### config.mk
export PLATFORM = sky130hd
export DESIGN_NAME = ps2_key_tracker
export DESIGN_NICKNAME = d
export VERILOG_FILES = /design/src/rtl/ps2_pkg.sv /design/src/rtl/ps2_rx.sv /design/src/rtl/ps2_key_tracker.sv
export SDC_FILE = /design/constraint.sdc
export NUM_CORES = 1
export LEC_CHECK = 0
export BUFFER_PORTS_ARGS = -buffer_cell sky130_fd_sc_hd__buf_2
export CAP_MARGIN = 25
export CORE_MARGIN = 1.5
export CORE_UTILIZATION = 55
export CTS_CLUSTER_SIZE = 20
export DETAILED_ROUTE_END_ITERATION = 10
export GPL_ROUTABILITY_DRIVEN = 0
export PLACE_DENSITY = 0.74
export SLEW_MARGIN = 20
export SYNTH_ARGS = -nofsm -noshare
export SYNTH_HDL_FRONTEND = slang
export SYNTH_HIERARCHICAL = 1
export SYNTH_SLANG_ARGS = --single-unit
### constraint.sdc
create_clock -name clk -period 3.8 [get_ports clk]
set_input_delay 0.95 -clock clk [delete_from_list [all_inputs] [get_ports clk]]
set_output_delay 0.95 -clock clk [all_outputs]
set_load 0.01 [all_outputs]
### src/rtl/ps2_pkg.sv
// Shared types and constants for the PS/2 key tracker: receiver states, prefix bytes,
// mapped scan codes and key bit positions.
package ps2_pkg;

    typedef enum logic [1:0] {
        ST_IDLE   = 2'd0,
        ST_DATA   = 2'd1,
        ST_PARITY = 2'd2,
        ST_STOP   = 2'd3
    } rx_state_e;

    localparam int unsigned BYTE_W   = 8;
    localparam int unsigned NUM_KEYS = 4;

    localparam logic [7:0] CODE_EXT    = 8'hE0;
    localparam logic [7:0] CODE_BRK    = 8'hF0;
    localparam logic [7:0] CODE_LEFT   = 8'h6B;  // extended
    localparam logic [7:0] CODE_RIGHT  = 8'h74;  // extended
    localparam logic [7:0] CODE_LSHIFT = 8'h12;
    localparam logic [7:0] CODE_Z      = 8'h1A;

    localparam int unsigned KEY_LEFT  = 0;
    localparam int unsigned KEY_RIGHT = 1;
    localparam int unsigned KEY_JUMP  = 2;
    localparam int unsigned KEY_SHOOT = 3;

endpackage

### src/rtl/ps2_rx.sv
// PS/2 frame receiver: synchronizes the bus, samples on ps2_clk falling edges and
// reports each complete frame. Define PS2_PARITY_CHECK_EN to reject even-parity frames.
module ps2_rx
    import ps2_pkg::*;
#(
    parameter int unsigned TIMEOUT_CYCLES = 100000,
    parameter int unsigned SYNC_STAGES    = 2
) (
    input  logic              clk,
    input  logic              clrn,
    input  logic              ps2_clk,
    input  logic              ps2_data,
    output logic [BYTE_W-1:0] rx_byte,
    output logic              rx_valid_c,
    output logic              rx_err_c
);

    localparam int unsigned TMO_W = $clog2(TIMEOUT_CYCLES + 1);

    logic [SYNC_STAGES-1:0] clk_sync;
    logic [SYNC_STAGES-1:0] data_sync;
    logic                   clk_prev;
    logic                   fall_c;
    logic                   data_s;
    logic                   stop_ok_c;
    logic                   timeout_c;
    rx_state_e              state, state_nx;
    logic [2:0]             bit_cnt;
    logic [TMO_W-1:0]       tmo_cnt;

    // Synchronizers reset to the idle-high bus level so release makes no false edge
    always_ff @(posedge clk or negedge clrn) begin
        if (!clrn) begin
            clk_sync  <= '1;
            data_sync <= '1;
            clk_prev  <= 1'b1;
        end else begin
            clk_sync  <= {clk_sync[SYNC_STAGES-2:0], ps2_clk};
            data_sync <= {data_sync[SYNC_STAGES-2:0], ps2_data};
            clk_prev  <= clk_sync[SYNC_STAGES-1];
        end
    end

    assign fall_c    = clk_prev & ~clk_sync[SYNC_STAGES-1];
    assign data_s    = data_sync[SYNC_STAGES-1];
    assign timeout_c = (state != ST_IDLE) && !fall_c &&
                       (tmo_cnt == TMO_W'(TIMEOUT_CYCLES - 1));

`ifdef PS2_PARITY_CHECK_EN
    logic par_ok;

    // Odd parity over data bits plus parity bit, captured on the parity edge
    always_ff @(posedge clk or negedge clrn) begin
        if (!clrn)
            par_ok <= 1'b0;
        else if (fall_c && state == ST_PARITY)
            par_ok <= ^{rx_byte, data_s};
    end

    assign stop_ok_c = data_s & par_ok;
`else
    assign stop_ok_c = data_s;
`endif

    always_ff @(posedge clk or negedge clrn) begin
        if (!clrn) state <= ST_IDLE;
        else       state <= state_nx;
    end

    always_comb begin
        state_nx   = state;
        rx_valid_c = 1'b0;
        rx_err_c   = 1'b0;
        if (timeout_c) begin
            state_nx = ST_IDLE;
            rx_err_c = 1'b1;
        end else if (fall_c) begin
            case (state)
                ST_IDLE:   if (!data_s) state_nx = ST_DATA;
                ST_DATA:   if (bit_cnt == 3'd7) state_nx = ST_PARITY;
                ST_PARITY: state_nx = ST_STOP;
                ST_STOP: begin
                    state_nx   = ST_IDLE;
                    rx_valid_c = stop_ok_c;
                    rx_err_c   = ~stop_ok_c;
                end
                default:   state_nx = ST_IDLE;
            endcase
        end
    end

    // Bit counter, LSB-first shifter and idle-gap counter
    always_ff @(posedge clk or negedge clrn) begin
        if (!clrn) begin
            bit_cnt <= 3'd0;
            rx_byte <= '0;
            tmo_cnt <= '0;
        end else begin
            if (state == ST_IDLE || fall_c) tmo_cnt <= '0;
            else                            tmo_cnt <= tmo_cnt + TMO_W'(1);

            if (fall_c && state == ST_IDLE) begin
                bit_cnt <= 3'd0;
            end else if (fall_c && state == ST_DATA) begin
                rx_byte <= {data_s, rx_byte[BYTE_W-1:1]};
                if (bit_cnt != 3'd7) bit_cnt <= bit_cnt + 3'd1;
            end
        end
    end

endmodule

### src/rtl/ps2_key_tracker.sv
// Tracks the held state of four game keys from a PS/2 keyboard scan-code stream.
// Define PS2_PARITY_CHECK_EN to discard frames with bad parity.
module ps2_key_tracker
    import ps2_pkg::*;
#(
    parameter int unsigned TIMEOUT_CYCLES = 100000,
    parameter int unsigned SYNC_STAGES    = 2
) (
    input  logic                clk,
    input  logic                clrn,
    input  logic                ps2_clk,
    input  logic                ps2_data,
    output logic [NUM_KEYS-1:0] keys,
    output logic [BYTE_W-1:0]   code,
    output logic                code_valid,
    output logic                frame_err
);

    logic [BYTE_W-1:0] rx_byte;
    logic              rx_valid_c;
    logic              rx_err_c;
    logic              ext;
    logic              brk;

    ps2_rx #(
        .TIMEOUT_CYCLES (TIMEOUT_CYCLES),
        .SYNC_STAGES    (SYNC_STAGES)
    ) u_rx (
        .clk        (clk),
        .clrn       (clrn),
        .ps2_clk    (ps2_clk),
        .ps2_data   (ps2_data),
        .rx_byte    (rx_byte),
        .rx_valid_c (rx_valid_c),
        .rx_err_c   (rx_err_c)
    );

    // Prefix bytes arm ext/brk; any other byte consumes them
    always_ff @(posedge clk or negedge clrn) begin
        if (!clrn) begin
            keys       <= '0;
            code       <= '0;
            code_valid <= 1'b0;
            frame_err  <= 1'b0;
            ext        <= 1'b0;
            brk        <= 1'b0;
        end else begin
            code_valid <= rx_valid_c;
            frame_err  <= rx_err_c;
            if (rx_valid_c) begin
                code <= rx_byte;
                if (rx_byte == CODE_EXT) begin
                    ext <= 1'b1;
                end else if (rx_byte == CODE_BRK) begin
                    brk <= 1'b1;
                end else begin
                    ext <= 1'b0;
                    brk <= 1'b0;
                    if (ext && rx_byte == CODE_LEFT)    keys[KEY_LEFT]  <= ~brk;
                    if (ext && rx_byte == CODE_RIGHT)   keys[KEY_RIGHT] <= ~brk;
                    if (!ext && rx_byte == CODE_LSHIFT) keys[KEY_JUMP]  <= ~brk;
                    if (!ext && rx_byte == CODE_Z)      keys[KEY_SHOOT] <= ~brk;
                end
            end
        end
    end

endmodule

Word level (Yosys, flattened, before mapping). Index checks and enable logic that the tools add are counted.

Register bits: 51. Bits of input ports: 4.

Bitwise gates (word level): 7. Multiplexer cells: 18. Reduce and logical (&&, ||, !) cells: 25. Add/subtract/negate cells: 2. Equal/unequal tests: 15.

Operator list (number): 17-bit by 1-bit adder with 17-bit output, second input constant (1); 17-bit == test, second input constant (1); 17-bit two-way mux (1); 8-bit by 5-bit == test with 1-bit output, second input constant (2); 8-bit by 7-bit == test with 1-bit output, second input constant (2); 8-bit == test, second input constant (2); 4-bit AND reduction (4); 1-bit two-way mux (9); 3-bit two-way mux (3); 1-bit logical AND (8); 2-bit two-way mux (4); 2-bit one-hot mux with 4 select lines (1); 2-bit AND reduction (4); 2-bit nonzero test (4); 3-bit inequality test, second input constant (2); 1-bit NOT (6); 2-bit == test, second input constant (2); 3-bit by 1-bit adder with 3-bit output, second input constant (1); 3-bit == test, second input constant (1); 3-bit by 1-bit inequality test with 1-bit output, second input constant (1); 3-bit AND reduction (1); 2-bit by 1-bit == test with 1-bit output, second input constant (1); 1-bit zero test (2); 2-bit zero test (1); 3 further kinds (3).

Depth between registers and ports, before layout. Gate-level depths: netlist of run 1.

Depth after elaboration: 7. Mapped depth: 7. Depth with buffers taken out: 6.

Modules after synthesis. Netlist of run 1, hierarchy kept.

By module, submodules not included: ps2_rx (cells an instance 156, area each 1686.6 µm², times used 1); ps2_key_tracker (cells an instance 50, area each 685.7 µm², times used 1).

Least setup slack after synthesis of run 1. Ideal clock, no wire load.

Path type: reg2reg. From: register u_rx.state[0]. To: register u_rx.rx_byte[0]. Path buffers: 2. Data arrival time: 1.598 ns. Cell stages (with the launch flop): 8. Setup time: 0.125 ns. Clock period less this slack: 1.723 ns. Setup slack: 2.077 ns. Cells stage by stage: dfrtp_1 inv_1 ha_1 buf_2 inv_1 and3_1 buf_2 mux2_2.

Word-level cells in the longest chain between the ends: 4. Elaborated cells between the ends (all ways): 6. Classes of those cells: 1 x eq/ne; 1 x bitwise; 4 x reduce/logical.

RTL lines: from (decl) (line ps2_rx.sv:27) `rx_state_e state, state_nx;`; from (signal assigned) (line ps2_rx.sv:67) `else state <= state_nx;`; 2-bit zero test (line ps2_rx.sv:102) `if (fall_c && state == ST_IDLE) begin`; 1-bit logical AND (line ps2_rx.sv:102); 1-bit NOT (no source line); 2-bit AND reduction (no source line) (*); to (signal assigned) (line ps2_rx.sv:105) `rx_byte <= {data_s, rx_byte[BYTE_W-1:1]};`; to (decl) (line ps2_rx.sv:13) `output logic [BYTE_W-1:0] rx_byte,`.

Every way passes the cells marked *; elsewhere a longest branch is shown, timed or not. A chain may end at the register's enable or synchronous reset.

Final worst setup path of run 1.
From: register u_rx.clk_prev. To: register keys[3].

Word-level cells in the longest chain between the ends: 6. Elaborated cells between the ends (all ways): 7. Classes of those cells: 2 x mux; 1 x bitwise; 4 x reduce/logical.

RTL lines: from (decl) (line ps2_rx.sv:22) `logic clk_prev;`; from (signal assigned) (line ps2_rx.sv:40) `clk_prev <= clk_sync[SYNC_STAGES-1];`; 1-bit bitwise AND (*) (line ps2_rx.sv:44) `assign fall_c = clk_prev & ~clk_sync[SYNC_STAGES-1];`; 1-bit zero test (line ps2_rx.sv:46) `assign timeout_c = (state != ST_IDLE) && !fall_c &&`; 1-bit logical AND (2 in a row) (line ps2_rx.sv:46); 1-bit two-way mux (*) (line ps2_rx.sv:74) `if (timeout_c) begin`; via rx_valid_c (line ps2_key_tracker.sv:20) `logic rx_valid_c;`; 4-bit AND reduction (no source line) (*); to (signal, indexed assignment) (line ps2_key_tracker.sv:59) `if (ext && rx_byte == CODE_LEFT) keys[KEY_LEFT] <= ~brk;`; to (signal, indexed assignment) (line ps2_key_tracker.sv:60) `if (ext && rx_byte == CODE_RIGHT) keys[KEY_RIGHT] <= ~brk;`; to (signal, indexed assignment) (line ps2_key_tracker.sv:61) `if (!ext && rx_byte == CODE_LSHIFT) keys[KEY_JUMP] <= ~brk;`; to (decl) (line ps2_key_tracker.sv:13) `output logic [NUM_KEYS-1:0] keys,`.

Mark *: on every way through the listed nets, which the timed path passes. The rest lies on a longest branch.

==> results of run 1 <==
layout by cell type (no fill, tap or decap), types with 2 or more instances in the layout:
| master | netlist | final |
|---|---|---|
| dfstp_2 | 5 | 5 |
| mux2i_1 | 5 | 5 |
| nor3_1 | 4 | 4 |
| nand3_1 | 15 | 15 |
| nand2b_1 | 2 | 2 |
| nand4b_1 | 2 | 2 |
| a21oi_1 | 4 | 4 |
| mux2_2 | 16 | 16 |
| ha_1 | 8 | 8 |
| o21ai_0 | 5 | 5 |
| and3_1 | 4 | 4 |
| or3_1 | 4 | 4 |
| nor2_1 | 17 | 17 |
| nor4_1 | 2 | 2 |
| nand2_1 | 12 | 12 |
| o21ai_1 | 2 | 2 |
| a31o_2 | 2 | 2 |
| a22oi_1 | 2 | 2 |
| xor2_1 | 2 | 2 |
| dfrtp_1 | 46 | 46 |
| a32oi_1 | 2 | 2 |
| nor4_2 | 2 | 2 |
| nor2b_1 | 3 | 3 |
| buf_2 | 4 | 16 |
| xnor2_1 | 7 | 7 |
| clkbuf_8 | 0 | 6 |
| inv_1 | 8 | 8 |
stage by stage:
step	hold slack [ps]	area [µm²]	worst slack [ps]	total power [mW]
after floorplan	345	2370	2080	0.968
after global placement	352	2490	1730	1.05
after detailed placement	352	2490	1650	1.08
after CTS	365	2590	1630	1.40
after global routing	368	2590	1390	1.49
final	363	2590	1620	1.39
kinds of logic after synthesis:
family	Yosys count	synth area share, %
and+or+nand+nor	78	18.8
DFF	51	54.1
AOI/OAI and AO/OA	25	7.44
muxes	21	9.70
buffers and inverters	14	2.43
xor gates and xnor gates	9	3.32
adders and majority gates	8	4.22
cell usage after synthesis, drive strengths merged (3+ instances only):
cell type   n  area [µm²]
ha          8         100
nand2      13        51.3
xnor2       7        61.3
inv         8        30.0
or3         4        25.0
nor4        5        58.8
mux2i       5        50.1
nor3        4        20.0
dfrtp      46        1150
dfstp       5         131
nor2b       3        18.8
nand3      15        75.1
mux2       16         180
a21oi       4        20.0
o21ai       7        35.0
and3        4        25.0
nor2       17        63.8
buf         4        20.0
area by class of cell:
cell class              instances  area [µm²]
clock buffers                   7        86.3
clock inverters                 1        8.76
fillers                       324        1500
inverters                       8        30.0
multi-input cells             141        1030
flip-flops and latches         51        1280
well taps                      50        62.6
repair buffers                 17        87.6
power by group:
| part | switching [mW] | total (mW) | internal, mW | leakage [nW] |
|---|---|---|---|---|
| registers | 0.101 | 0.733 | 0.632 | 0.672 |
| clock network | 0.172 | 0.322 | 0.149 | 0.0484 |
| logic | 0.185 | 0.337 | 0.152 | 0.498 |
| total | 0.458 | 1.39 | 0.934 | 1.22 |
flip-flops by register name, summed over array words and instances (netlist names):
| register | flops |
|---|---|
| u_rx/rx_byte | 8 |
| u_rx/data_sync | 2 |
| u_rx/bit_cnt | 3 |
| u_rx/tmo_cnt | 17 |
| u_rx/clk_sync | 2 |
| u_rx/state | 2 |
| code_valid | 1 |
| u_rx/clk_prev | 1 |
| brk | 1 |
| ext | 1 |
| frame_err | 1 |
| code | 8 |
| keys | 4 |
layer usage:
metal / up-vias / GRT usage (%) / routed length (µm)
met5: - / 0 / 0
met4: 0 / 8.00 / 54
met3: 6 / 6.33 / 160
met2: 35 / 33.3 / 1970
met1: 790 / 30.4 / 2130
li1: 761 / - / -
critical path: stages, from the launching register on:
cell,delay [ps]
dfstp_2,540
nor2b_1,340
and3_1,590
and4bb_2,340
nand4b_1,120
mux2i_1,150
final timing paths:
kind	from	endpoint	slack [ps]	depth (start not counted)
max reg2reg	u_rx/clk_prev	keys[3]	1620	5
min in group asynchronous	clrn	keys[3]	650	1
min	u_rx/clk_sync[0]	u_rx/clk_sync[1]	360	0
max in group asynchronous	clrn	u_rx/tmo_cnt[16]	2740	1
max	u_rx/clk_prev	keys[3]	1620	5
min reg2reg	u_rx/clk_sync[0]	u_rx/clk_sync[1]	360	0
==> flow_metrics.py, run 1 <==
metrics = {
    "status": {
        "status": "finished clean",
    },
    "placement": {
        "dp_hpwl_um": 3000,
        "port-buffer-count": 17,
        "placed_cells": 267,
    },
    "grt": {
        "grt_first_pass_wirelength_um": 7580,
        "grt_max_degree": 52,
        "grtUsageTotal_pct": 22.1,
        "grt_pass1_vias": 1609,
        "antenna_found_initial": 0,
        "overflow": 0,
    },
    "cts": {
        "clkSinkCount": 51,
        "cts_root_buffer": "clkbuf_8",
        "clk_pin_slew_worst_paths_ps": 90,
        "clock_latency_ps": 310,
        "cts_buffers": 5,
        "post_cts_buffers": 0,
        "h-tree-depth": 2,
        "cts_tree": "built",
        "cts_hold_buf": 0,
        "clk_path_buf_depth": 2,
        "cts_resized": 0,
    },
    "sta": {
        "slew_headroom_pct": 59.3,
        "clock_skew_ps": 7.80,
        "clock.fmax_mhz": 458,
        "layout_min_cycle_time_ps": 2180,
        "rsz0062_at_grt": "false",
        "worstMarginPinSlew_ps": 610,
        "fin_setup_tns_ps": 0,
        "setup_violations": 0,
        "hold_viol": 0,
        "final_max_slew_viol_count": 0,
        "period_share_pct": 57.5,
    },
    "synth": {
        "synth-edff-count": 0,
        "yosys_warnings": 6,
        "syn-num-nets": 218,
        "synth_seq_area_share_pct": 54.1,
        "avgSynthCellArea_um2": 11.5,
        "syn_area_mm2": 0.00237,
        "async_flop_share_pct": 100,
        "synthFlopType": "dfrtp_1",
        "ys_types": 46,
        "syn_inst": 206,
        "synth_seq_cells": 51,
    },
    "critical_path": {
        "worstSetupStartpointType": "register",
        "crit_fanout": 15,
        "arrival_ps": 2380,
        "crit_path_end_kind": "register",
        "critPathKind": "reg2reg",
        "crit_required_ps": 3990,
    },
    "route": {
        "drc_errors": 0,
        "first_pass_iters": 5,
        "num_vias": 1592,
        "vias_per_cell": 5.79,
        "ant_nets": 0,
        "wire_per_inst_um": 15.7,
        "drt_iter0_markers": 166,
        "wirelength_um": 4310,
    },
    "floorplan": {
        "die_w_um": 68.7,
        "ioPinCount": 18,
        "dieArea_mm2": 0.00472,
        "die_h_um": 68.7,
        "initial_core_util_pct": 58.1,
        "core_mm2": 0.00409,
        "row_count": 23,
    },
    "run": {
        "cap_viol_max_count": 0,
    },
    "cells_and_area": {
        "drive_gt1_share_pct": 24.4,
        "post-route-util_pct": 63.4,
        "fin_cells": 275,
        "fin_nets": 236,
        "area_growth_pct": 9.18,
        "n_antenna_cell": 0,
    },
    "pwr": {
        "irDropWorstVdd_mv": 0.238,
        "p_per_area_mw_per_mm2": 537,
        "p_leak_nw": 1.22,
    },
    "worst_hold_path": {
        "hp-class": "reg2reg",
    },
}
Power figures use the tool's default switching activity.
==> run 2, diff against run 1 <==
Settings changed: CORE_UTILIZATION 55 to 53.
Clock period 3.8 ns to 1.9 ns, I/O delays scaled along.
==> run 2 against run 1 <==
Compared with the run above:
- sequential power is 99% higher
- sequential cell count did not move
- clock skew is 2.7 ps higher
- setup slack lost 1500 ps
- final cell count is 3.6% higher
- via count increased by 1.6%
- core utilization decreased by 2.0 points
- worst hold slack lost 260 ps
- die area rose by 3.6%
- clock power grew 90%
- first-iteration DRC count fell by 29%
- non-clock buffer count rose by 8
==> flow_metrics.py, run 2 (synthesis gave the netlist of run 1 again) <==
metrics = {
    "cells_and_area": {
        "largest_reg_flops": 17,
        "area_growth_pct": 11.9,
        "fillCellCount": 364,
        "n_antenna_cell": 0,
        "post-route-util_pct": 61.4,
        "largest_register": "u_rx/tmo_cnt",
        "final_common_cell": "dfrtp_1",
        "final_cell_mix": "46 x dfrtp_1, 17 x nor2_1, 17 x buf_2",
        "drive_gt1_share_pct": 27.0,
        "finish.instance_area_mm2": 0.00265,
        "reg_top3": "u_rx/tmo_cnt: 17 flops, code: 8 flops, u_rx/rx_byte: 8 flops",
        "fin_nets": 244,
    },
    "pwr": {
        "power_mw": 2.79,
        "irDropWorstVdd_mv": 0.640,
        "p_per_area_mw_per_mm2": 1050,
        "p_leak_nw": 1.26,
    },
    "route": {
        "wirelength_um": 4060,
        "first_pass_iters": 4,
        "ant_nets": 0,
        "wire_per_inst_um": 14.3,
        "drt_iter0_markers": 118,
        "vias_per_cell": 5.68,
        "num_vias": 1618,
        "drc_errors": 0,
    },
    "critical_path": {
        "worstSetupStartpointType": "register",
        "crit_fanout": 10,
        "arrival_ps": 1960,
        "critPathKind": "reg2reg",
        "crit_required_ps": 2090,
        "crit_path_end_kind": "register",
    },
    "cts": {
        "clk_pin_slew_worst_paths_ps": 90,
        "cts_buffers": 5,
        "cts_resized": 0,
        "h-tree-depth": 2,
        "cts_hold_buf": 0,
        "cts_root_buffer": "clkbuf_8",
        "post_cts_buffers": 0,
        "clock_latency_ps": 300,
        "cts_tree": "built",
        "clkSinkCount": 51,
        "clk_path_buf_depth": 2,
    },
    "floorplan": {
        "initial_core_util_pct": 54.9,
        "ioPinCount": 18,
        "die_h_um": 69.9,
        "dieArea_mm2": 0.00489,
        "die_w_um": 69.9,
        "core_mm2": 0.00432,
        "row_count": 24,
    },
    "grt": {
        "grt_first_pass_wirelength_um": 7190,
        "grt_pass1_vias": 1636,
        "overflow": 0,
        "grt_max_degree": 34,
        "grtUsageTotal_pct": 18.5,
        "antenna_found_initial": 0,
    },
    "sta": {
        "setup_violations": 0,
        "rsz0062_at_grt": "false",
        "slew_headroom_pct": 69.9,
        "clock_skew_ps": 10.5,
        "layout_min_cycle_time_ps": 1780,
        "fin_setup_tns_ps": 0,
        "whs_ps": 102,
        "hold_viol": 0,
        "final_max_slew_viol_count": 0,
        "clock.fmax_mhz": 563,
        "period_share_pct": 93.5,
        "worstMarginPinSlew_ps": 452,
    },
    "run": {
        "cap_viol_max_count": 0,
    },
    "worst_hold_path": {
        "hp-class": "in2async",
    },
    "placement": {
        "dp_hpwl_um": 2910,
        "place_area_mm2": 0.00257,
        "port-buffer-count": 17,
    },
    "status": {
        "status": "finished clean",
    },
}
## run 2: cell count changes in the layout (fill, tap and decap cells not counted)
cell	previous run	this run
buf_2	16	17
buf_4	1	7
clkinv_2	0	1
buf_12	0	1
clkbuf_8	6	5
## run 2: through the flow
step | setup slack [ps] | cells
finish | 123 | 285
global route | 51.8 | 285
CTS | 140 | 285
detailed placement | 151 | 277
global placement | 209 | 277
floorplan | 177 | 206
## run 2: worst max-delay path, cell delays in order (launching register included)
cell and delay (ps):
dfstp_2 540, nor2b_1 240, and3_1 310, buf_4 220, mux2_2 350
## run 2: power breakdown
part | leakage [nW] | switching [mW] | internal (mW)
Sequential | 0.672 | 0.200 | 1.26
Combinational | 0.540 | 0.371 | 0.347
Clock | 0.0452 | 0.351 | 0.260
## run 2: path summary, 6_finish.rpt
kind	slack, ps	startpoint	end	depth (start not counted)
worst min-delay path	100	clrn	keys[2]	1
worst max register to register	120	u_rx/clk_prev	code[0]	4
worst max-delay path	120	u_rx/clk_prev	code[0]	4
max in group asynchronous	1200	clrn	u_rx/clk_sync[0]	2
min in group clk	260	ps2_data	u_rx/data_sync[0]	1
worst min register to register	360	u_rx/data_sync[0]	u_rx/data_sync[1]	0
## run 2: layer usage
layer | GRT usage, % | up-vias | wire [µm]
li1 | - | 780 | -
met1 | 25.1 | 796 | 1970
met5 | 0 | - | 0
met4 | 7.48 | 0 | 49
met2 | 28.9 | 38 | 1870
met3 | 4.04 | 4 | 170
## run 2: cell type report
class                   instances  area, µm²  area share (%)
repair buffers                 25        158            5.94
well taps                      52       65.1            2.45
multi-input cells             141       1030            38.9
clock inverters                 2       13.8           0.519
inverters                       8       30.0            1.13
clock buffers                   6       72.6            2.73
flip-flops and latches         51       1280            48.3
==> run 3, diff against run 2 <==
Settings changed: SETUP_SLACK_MARGIN set to 0.15.
==> run 3 against run 2 <==
Compared with the run above:
- core utilization rose by 0.72 points
- combinational power rose by 9.7%
- global-route usage did not move
- total power rose by 2.6%
- fmax rose by 7.3%
- design area rose by 1.2%
- critical path depth did not move
- die area did not move
- worst hold slack got worse by 2.2 ps
- highest routed layer unchanged
==> flow_metrics.py, run 3 (synthesis gave the netlist of run 1 again) <==
metrics = {
    "status": {
        "status": "finished clean",
    },
    "cts": {
        "cts_buffers": 5,
        "h-tree-depth": 2,
        "cts_root_buffer": "clkbuf_8",
        "cts_tree": "built",
        "cts_hold_buf": 0,
        "clkSinkCount": 51,
        "clk_path_buf_depth": 2,
        "clock_latency_ps": 310,
        "clk_pin_slew_worst_paths_ps": 100,
    },
    "route": {
        "vias_per_cell": 5.65,
        "drc_errors": 0,
        "ant_nets": 0,
        "wire_per_inst_um": 14.3,
        "first_pass_iters": 4,
        "wirelength_um": 4130,
        "drt_iter0_markers": 108,
        "num_vias": 1626,
    },
    "placement": {
        "placed_cells": 277,
        "port-buffer-count": 17,
        "place_ws_ps": 151,
        "dp_hpwl_um": 2910,
    },
    "sta": {
        "setup_violations": 0,
        "whs_ps": 99.4,
        "slew_headroom_pct": 69.9,
        "worstMarginPinSlew_ps": 452,
        "fin_setup_tns_ps": 0,
        "fin_ws_ps": 245,
        "hold_viol": 0,
        "final_max_slew_viol_count": 0,
        "clock_skew_ps": 11.6,
        "clock.fmax_mhz": 604,
        "period_share_pct": 87.1,
        "layout_min_cycle_time_ps": 1660,
        "rsz0062_at_grt": "false",
    },
    "cells_and_area": {
        "n_antenna_cell": 0,
        "final_cell_mix": "46 x dfrtp_1, 17 x nor2_1, 17 x buf_2",
        "fin_cells": 288,
        "largest_register": "u_rx/tmo_cnt",
        "drive_gt1_share_pct": 30.1,
        "fillCellCount": 363,
        "fin_nets": 247,
        "reg_top3": "u_rx/tmo_cnt: 17 flops, code: 8 flops, u_rx/rx_byte: 8 flops",
        "area_growth_pct": 13.2,
        "largest_reg_flops": 17,
        "final_common_cell": "dfrtp_1",
    },
    "pwr": {
        "clkPwrFrac_pct": 21.4,
        "p_int_mw": 1.92,
        "comb_power_share_pct": 27.5,
        "power.share.sequential_pct": 51.1,
        "swShare_pct": 32.9,
        "irDropWorstVdd_mv": 0.643,
        "p_leak_nw": 1.27,
        "p_sw_mw": 0.944,
        "p_per_area_mw_per_mm2": 1070,
    },
    "grt": {
        "grt_first_pass_wirelength_um": 7190,
        "overflow": 0,
        "antenna_found_initial": 0,
        "grt_max_degree": 34,
        "grt_pass1_vias": 1636,
        "grtUsageTotal_pct": 18.5,
    },
    "critical_path": {
        "crit_required_ps": 2090,
        "worstPathCellList": "nor2b_2 -> and3_2 -> buf_4 -> mux2_2",
        "critical_path.max_stage_delay_ps": 540,
        "cp_slowest_cell": "dfstp_2",
        "crit_fanout": 10,
        "worstSetupStartpointType": "register",
        "crit_path_end_kind": "register",
        "arrival_ps": 1840,
        "critPathKind": "reg2reg",
    },
    "floorplan": {
        "initial_core_util_pct": 54.9,
        "die_w_um": 69.9,
        "core_mm2": 0.00432,
        "row_count": 24,
        "ioPinCount": 18,
        "die_h_um": 69.9,
        "dieArea_mm2": 0.00489,
    },
    "worst_hold_path": {
        "hp-class": "in2async",
    },
    "run": {
        "cap_viol_max_count": 0,
    },
}
run 3: final timing paths:
check                             startpoint           endpoint  cells after the start  slack (ps)
max                            u_rx/clk_prev            code[0]                      4         240
min                                     clrn            keys[2]                      1         100
max reg2reg                    u_rx/clk_prev            code[0]                      4         240
min reg2reg                u_rx/data_sync[0]  u_rx/data_sync[1]                      0         360
max in group asynchronous               clrn   u_rx/clk_sync[0]                      2        1200
min in group clk                    ps2_data  u_rx/data_sync[0]                      1         260
run 3: final cells by class:
type	count	area [µm²]	share of cell area, %
clock buffer	6	72.6	2.70
sequential	51	1280	47.8
timing repair buffer	28	184	6.85
inverter	8	30.0	1.12
tap	52	65.1	2.42
clock inverter	2	13.8	0.513
multi-input combinational	141	1040	38.6
run 3: routing by layer:
metal  global-route usage, %  up-vias  wire (µm)
met5                       0        -          0
met4                    7.48        0         49
met3                    4.04        4        182
met2                    28.9       33       1930
met1                    25.1      802       1970
li1                        -      787          -
run 3: what timing repair did:
action                                  in CTS  in global routing
gates resized for setup                      1                  5
endpoints found under the setup margin       5                 20
buffers inserted                             0                  3
pin swaps                                    0                  2
run 3: worst max-delay path, delay by kind of cell (launching register included):
kind,cells,cell delay [ps]
multiplexers,1,350
flip-flops,1,540
buffers and inverters,1,200
AND/OR/NAND/NOR,2,450
run 3: power by group through the flow:
stage,logic (mW),registers [mW],clock network [mW]
finish,0.788,1.46,0.613
global route,0.879,1.50,0.674
CTS,0.729,1.46,0.633
detailed placement,0.724,1.48,0
global placement,0.702,1.48,0
floorplan,0.493,1.44,0
run 3: through the flow:
step	total power, mW	cell area [µm²]	util, %
final	2.87	2690	62.1
after global routing	3.05	2690	62.1
after CTS	2.82	2660	61.4
after detailed placement	2.21	2570	59.4
after global placement	2.18	2570	59.4
after floorplan	1.94	2370	-
